--- src/rtl/timer_counter_if.sv ---
// rtl/timer_counter_if.sv - register bus between the system bridge and one timer instance
interface timer_counter_if;
  logic [1:0]  addr;
  logic        we;
  logic [31:0] wdata;
  logic [31:0] rdata;
  logic        irq;

  modport master (output addr, we, wdata, input rdata, irq);
  modport slave  (input addr, we, wdata, output rdata, irq);
endinterface

--- src/rtl/timer_counter.sv ---
// rtl/timer_counter.sv - 32-bit down-counting timer with one-shot/periodic modes and maskable irq
module timer_counter (
  input  logic           clk,
  input  logic           reset_n,
  timer_counter_if.slave bus
);
  localparam logic [1:0] RESET_STATE = 2'd0;
  localparam logic [1:0] ST_LOAD     = 2'd1;
  localparam logic [1:0] ST_CNT      = 2'd2;
  localparam logic [1:0] ST_INT      = 2'd3;

  localparam logic [1:0] A_CTRL   = 2'd0;
  localparam logic [1:0] A_PRESET = 2'd1;
  localparam logic [1:0] A_COUNT  = 2'd2;

  logic [1:0]  state_q, state_d;
  logic        enable_q, enable_d;
  logic [1:0]  mode_q, mode_d;
  logic        im_q, im_d;
  logic [31:0] preset_q, preset_d;
  logic [31:0] count_q, count_d;
  logic        int_flag_q, int_flag_d;
  logic        irq_q, irq_d;

  logic        fsm_set, fsm_clr, cpu_ctrl_wr, cpu_preset_wr;

  assign cpu_ctrl_wr   = bus.we && (bus.addr == A_CTRL);
  assign cpu_preset_wr = bus.we && (bus.addr == A_PRESET);

  always_comb begin
    state_d    = state_q;
    enable_d   = enable_q;
    mode_d     = mode_q;
    im_d       = im_q;
    preset_d   = preset_q;
    count_d    = count_q;
    int_flag_d = int_flag_q;
    fsm_set    = 1'b0;
    fsm_clr    = 1'b0;

    case (state_q)
      RESET_STATE: begin
        if (enable_q) state_d = ST_LOAD;
      end
      ST_LOAD: begin
        count_d = preset_q;
        state_d = ST_CNT;
      end
      ST_CNT: begin
        if (!enable_q) begin
          state_d = RESET_STATE;
        end else if (count_q > 32'd1) begin
          count_d = count_q - 32'd1;
        end else begin
          count_d = 32'd0;
          fsm_set = 1'b1;
          state_d = ST_INT;
        end
      end
      default: begin
        if (mode_q == 2'd1) begin
          fsm_clr = 1'b1;
          state_d = ST_LOAD;
        end else begin
          enable_d = 1'b0;
          state_d  = RESET_STATE;
        end
      end
    endcase

    // CPU writes land after the FSM so a CTRL write overrides the one-shot Enable clear
    if (cpu_ctrl_wr) begin
      enable_d = bus.wdata[0];
      mode_d   = bus.wdata[2:1];
      im_d     = bus.wdata[3];
    end
    if (cpu_preset_wr) preset_d = bus.wdata;

    if (cpu_ctrl_wr || cpu_preset_wr || fsm_clr) int_flag_d = 1'b0;
    if (fsm_set) int_flag_d = 1'b1;

    irq_d = int_flag_d & im_d;
  end

  always_ff @(posedge clk or negedge reset_n) begin
    if (!reset_n) begin
      state_q    <= RESET_STATE;
      enable_q   <= 1'b0;
      mode_q     <= 2'd0;
      im_q       <= 1'b0;
      preset_q   <= 32'd0;
      count_q    <= 32'd0;
      int_flag_q <= 1'b0;
      irq_q      <= 1'b0;
    end else begin
      state_q    <= state_d;
      enable_q   <= enable_d;
      mode_q     <= mode_d;
      im_q       <= im_d;
      preset_q   <= preset_d;
      count_q    <= count_d;
      int_flag_q <= int_flag_d;
      irq_q      <= irq_d;
    end
  end

  always_comb begin
    bus.rdata = 32'd0;
    case (bus.addr)
      A_CTRL:   bus.rdata = {28'd0, im_q, mode_q, enable_q};
      A_PRESET: bus.rdata = preset_q;
      A_COUNT:  bus.rdata = count_q;
      default:  bus.rdata = 32'd0;
    endcase
  end

  assign bus.irq = irq_q;
endmodule

--- src/flat_wrapper.sv ---
// flat-port wrapper written by rule: the top's interface ports become plain ports
module timer_counter_flat 
  (clk, reset_n, bus_addr, bus_we, bus_wdata, bus_rdata, bus_irq);
  timer_counter_if bus_i ();
  input  logic clk;
  input  logic reset_n;
  input wire logic [$bits(bus_i.addr)-1:0] bus_addr;
  input wire logic [$bits(bus_i.we)-1:0] bus_we;
  input wire logic [$bits(bus_i.wdata)-1:0] bus_wdata;
  output wire logic [$bits(bus_i.rdata)-1:0] bus_rdata;
  output wire logic [$bits(bus_i.irq)-1:0] bus_irq;
  assign bus_i.addr = bus_addr;
  assign bus_i.we = bus_we;
  assign bus_i.wdata = bus_wdata;
  assign bus_rdata = bus_i.rdata;
  assign bus_irq = bus_i.irq;
  timer_counter u_core (.clk(clk), .reset_n(reset_n), .bus(bus_i));
endmodule
--- config.mk ---
export PLATFORM = sky130hd
export DESIGN_NAME = timer_counter_flat
export DESIGN_NICKNAME = d
export VERILOG_FILES = /design/src/rtl/timer_counter_if.sv /design/src/rtl/timer_counter.sv /design/src/flat_wrapper.sv
export SDC_FILE = /design/constraint.sdc
export NUM_CORES = 1
export LEC_CHECK = 0
export ABC_CLOCK_PERIOD_IN_PS = 5500
export BUFFER_PORTS_ARGS = -buffer_cell sky130_fd_sc_hd__buf_2
export CORE_ASPECT_RATIO = 1.25
export CORE_UTILIZATION = 40
export DETAILED_ROUTE_END_ITERATION = 6
export PLACE_DENSITY = 0.65
export SETUP_SLACK_MARGIN = 0.2
export SLEW_MARGIN = 20
export SYNTH_ARGS = -nofsm -noshare
export SYNTH_HDL_FRONTEND = slang
export SYNTH_SLANG_ARGS = --single-unit
export TNS_END_PERCENT = 10
--- constraint.sdc ---
create_clock -name clk -period 5.5 [get_ports clk]
set_clock_uncertainty 0.05 [all_clocks]
set_input_delay 1.65 -clock clk [delete_from_list [all_inputs] [get_ports clk]]
set_output_delay 1.65 -clock clk [all_outputs]
set_load 0.01 [all_outputs]
==> insert_results.sql <==
INSERT INTO impl_metrics (metric_group, metric, value, unit) VALUES
('status', 'status', 'finished with violations', ''),
('status', 'failed_checks', 'DRC', ''),
('synth', 'synthesis.area', '0.00392', 'sq mm'),
('place', 'io_buffers', '69', ''),
('power', 'power_density', '479', 'mW/mm^2'),
('timing', 'report.final.hold_viol_count', '0', ''),
('cells_and_area', 'stdcell_area', '0.00464', 'sq mm'),
('place', 'detailedPlace.worstSlack', '0.690', 'ns'),
('cells_and_area', 'post_route_cells_drive_above_1_share', '30.0', '%'),
('cells_and_area', 'final_net_count', '481', ''),
('clock_tree', 'post_cts_resize_count', '0', ''),
('drt', 'vias_per_cell', '6.03', ''),
('setup_path', 'endpoint_kind', 'primary output', ''),
('cells_and_area', 'multiInputGateArea', '0.00197', 'sq mm'),
('synth', 'synth.yosys.seq_area_share', '45.9', '%'),
('synth', 'synthesis.nets', '421', ''),
('die', 'rows', '40', ''),
('clock_tree', 'clock_sinks', '72', ''),
('setup_path', 'worstRegToRegCells', '7', ''),
('timing', 'pins_over_their_slew_limit', '0', ''),
('timing', 'finalWorstSetupSlack', '0.660', 'ns'),
('drt', 'first_pass_iters', '6', ''),
('setup_path', 'cp.arrival', '3.14', 'ns'),
('place', 'place.detailed.instances', '557', ''),
('timing', 'finalSetupViolCount', '0', ''),
('clock_tree', 'cts.clk_slew.worst_paths', '0.05', 'ns'),
('setup_path', 'r2r-start', 'u_core.count_q[10]', ''),
('power', 'vdd.ir_drop.worst', '0.000186', 'V'),
('synth', 'synth_cells', '382', ''),
('place', 'dpl-instance-area', '0.00436', 'sq mm'),
('clock_tree', 'cts_made_buffers', '9', ''),
('die', 'floorplan.initialDensity', '41.0', '%'),
('job', 'maxCapViolations', '0', ''),
('global_route', 'grt_first_pass_wirelength', '17.1', 'mm'),
('clock_tree', 'ctsLongestPathBuffers', '2', ''),
('global_route', 'grt_antenna_before_repair', '0', ''),
('worst_hold_path', 'timing.hold.worst_path_depth', '1', ''),
('synth', 'synth_edf_count', '0', ''),
('setup_path', 'setup.worst_path.class', 'in -> out', ''),
('worst_hold_path', 'worstHoldPathType', 'reg -> reg', ''),
('cells_and_area', 'areaGrowthSynthToFinish', '18.4', '%'),
('cells_and_area', 'antennaDiodeCount', '0', ''),
('setup_path', 'path_max_fanout', '17', ''),
('synth', 'yosysWarningCount', '0', ''),
('clock_tree', 'insertion_delay', '0.34', 'ns'),
('clock_tree', 'cts_tree', 'done', ''),
('drt', 'wl', '10.5', 'mm'),
('timing', 'rsz0062_at_grt', 'no', ''),
('cells_and_area', 'instances_no_fill', '570', ''),
('die', 'die_height', '113', 'microns'),
('clock_tree', 'ctsHtreeMaxLevel', '3', ''),
('global_route', 'grt.overflow.total', '0', ''),
('setup_path', 'rrSetupSlack', '2.11', 'ns'),
('drt', 'drt_drc_violations_left', '1', ''),
('clock_tree', 'post_cts_hold_buffer_count', '0', ''),
('cells_and_area', 'register_area', '0.00180', 'sq mm'),
('setup_path', 'timing.critical_path.from_type', 'input port', ''),
('drt', 'detail_route.wl_per_cell', '18.4', 'microns'),
('timing', 'fin_crit_sh', '88.0', '%'),
('timing', 'fin_tns_setup', '0', 'ns'),
('global_route', 'grtUsageTotal', '21.4', '%'),
('synth', 'postSynth.topFlopCell', 'sky130_fd_sc_hd__dfrtp_1', ''),
('timing', 'period_needed', '4.84', 'ns'),
('die', 'die_x', '90.6', 'microns'),
('synth', 'post_synth.cell_area_avg', '10.3', 'sq um'),
('die', 'io-pin-count', '70', ''),
('die', 'placeableCoreArea', '0.00956', 'sq mm'),
('timing', 'worst_hold_slack', '0.467', 'ns'),
('power', 'power.static_leakage', '2.04', 'nW'),
('synth', 'synth-async-reset-ratio', '100', '%'),
('setup_path', 'worst_r2r_endpoint', 'u_core.count_q[30]', '');
==> kinds of logic after synthesis <==
logic type / share of synthesized area (%)
adders and majority gates: 0.638
AOI/OAI and AO/OA: 23.3
muxes: 11.1
DFF: 45.9
and+or+nand+nor: 15.1
buffers and inverters: 3.99
==> report_power, final <==
part           internal, mW  total (mW)  leakage (nW)  switching [mW]
Sequential            0.690       0.898         0.886           0.208
Clock                 0.347       0.554         0.140           0.207
Combinational         0.339       0.774          1.01           0.435
==> synth_stat cells (all sizes together) (2+ instances only) <==
library cell  number  area share, %
a21o               2           0.38
nor4               7            1.3
mux2i              4            1.0
nand3             13            1.7
and3               4           0.64
o41ai              3           0.67
a21oi              8            1.0
a32oi              7            1.6
nand2b             4           0.70
o311ai             3           0.67
a22o              36            8.0
o211ai             4           0.77
ha                 2           0.64
a32o               3           0.77
a221o              5            1.3
o2bb2ai            6            1.3
o21ai             31            4.0
nor3              16            2.0
buf               10            1.5
mux2              35             10
nor2              18            1.7
a21boi             2           0.38
o31ai              4           0.77
a211oi             2           0.38
or3                6           0.96
nor2b              4           0.64
dfrtp             72             46
o22ai              2           0.32
nand2             22            2.1
a22oi              5           0.96
nor3b              2           0.38
and2               4           0.64
or4                4           0.96
clkbuf            18            1.7
inv                7           0.67
==> critical path, cell delays in order <==
cell,delay [ns]
sky130_fd_sc_hd__buf_2,0.15
sky130_fd_sc_hd__nor2b_2,0.74
sky130_fd_sc_hd__buf_4,0.30
sky130_fd_sc_hd__a22o_1,0.16
sky130_fd_sc_hd__buf_2,0.13
==> state kept, by name, indices dropped and copies added, names as in the netlist <==
signal / count
u_core.bus.irq: 1
u_core.count_q: 32
u_core.enable_q: 1
u_core.im_q: 1
u_core.int_flag_q: 1
u_core.mode_q: 2
u_core.preset_q: 32
u_core.state_q: 2
==> layout make-up <==
| cell class | count | share of cell area, % |
|---|---|---|
| flip-flops and latches | 72 | 38.8 |
| inverters | 8 | 0.647 |
| multi-input cells | 274 | 42.4 |
| well taps | 126 | 3.39 |
| clock buffers | 13 | 6.03 |
| repair buffers | 77 | 8.73 |
==> worst max path at each step <==
stage	startpoint	to	cells past startpoint
2_1_floorplan	bus_addr[1]	bus_rdata[10]	5
3_3_place_gp	bus_addr[0]	bus_rdata[31]	5
3_5_place_dp	bus_addr[0]	bus_rdata[22]	5
4_1_cts	bus_addr[0]	bus_rdata[22]	5
5_1_grt	bus_addr[0]	bus_rdata[23]	5
6_report	bus_addr[0]	bus_rdata[22]	5
==> layer usage <==
| layer | part of all wire [%] | vias to the layer above | global-route usage (%) |
|---|---|---|---|
| met5 | 0 | - | 0 |
| met2 | 48 | 112 | 34.0 |
| met4 | 2.4 | 0 | 9.89 |
| li1 | - | 1586 | - |
| met1 | 45 | 1716 | 28.4 |
| met3 | 4.8 | 22 | 4.10 |
==> layout by cell type, fill, tap and decap left out, drive strengths merged, types with 2 or more instances in the layout <==
master | netlist | routed
o41ai | 3 | 3
mux2i | 4 | 4
nor3b | 2 | 2
o22ai | 2 | 2
a32oi | 7 | 7
dfrtp | 72 | 72
and3 | 4 | 4
o31ai | 4 | 4
a22oi | 5 | 5
a21o | 2 | 2
nor4 | 7 | 7
nand2b | 4 | 4
buf | 10 | 77
and2 | 4 | 4
o211ai | 4 | 4
o21ai | 31 | 31
a221o | 5 | 5
a211oi | 2 | 2
nand3 | 13 | 13
inv | 7 | 7
or3 | 6 | 6
mux2 | 35 | 35
o2bb2ai | 6 | 6
a32o | 3 | 3
ha | 2 | 2
clkbuf | 18 | 13
nand2 | 22 | 22
nor2 | 18 | 18
a21oi | 8 | 8
a22o | 36 | 36
nor3 | 16 | 16
a21boi | 2 | 2
or4 | 4 | 4
nor2b | 4 | 4
o311ai | 3 | 3
No activity file was read; power rests on OpenSTA's default activity.
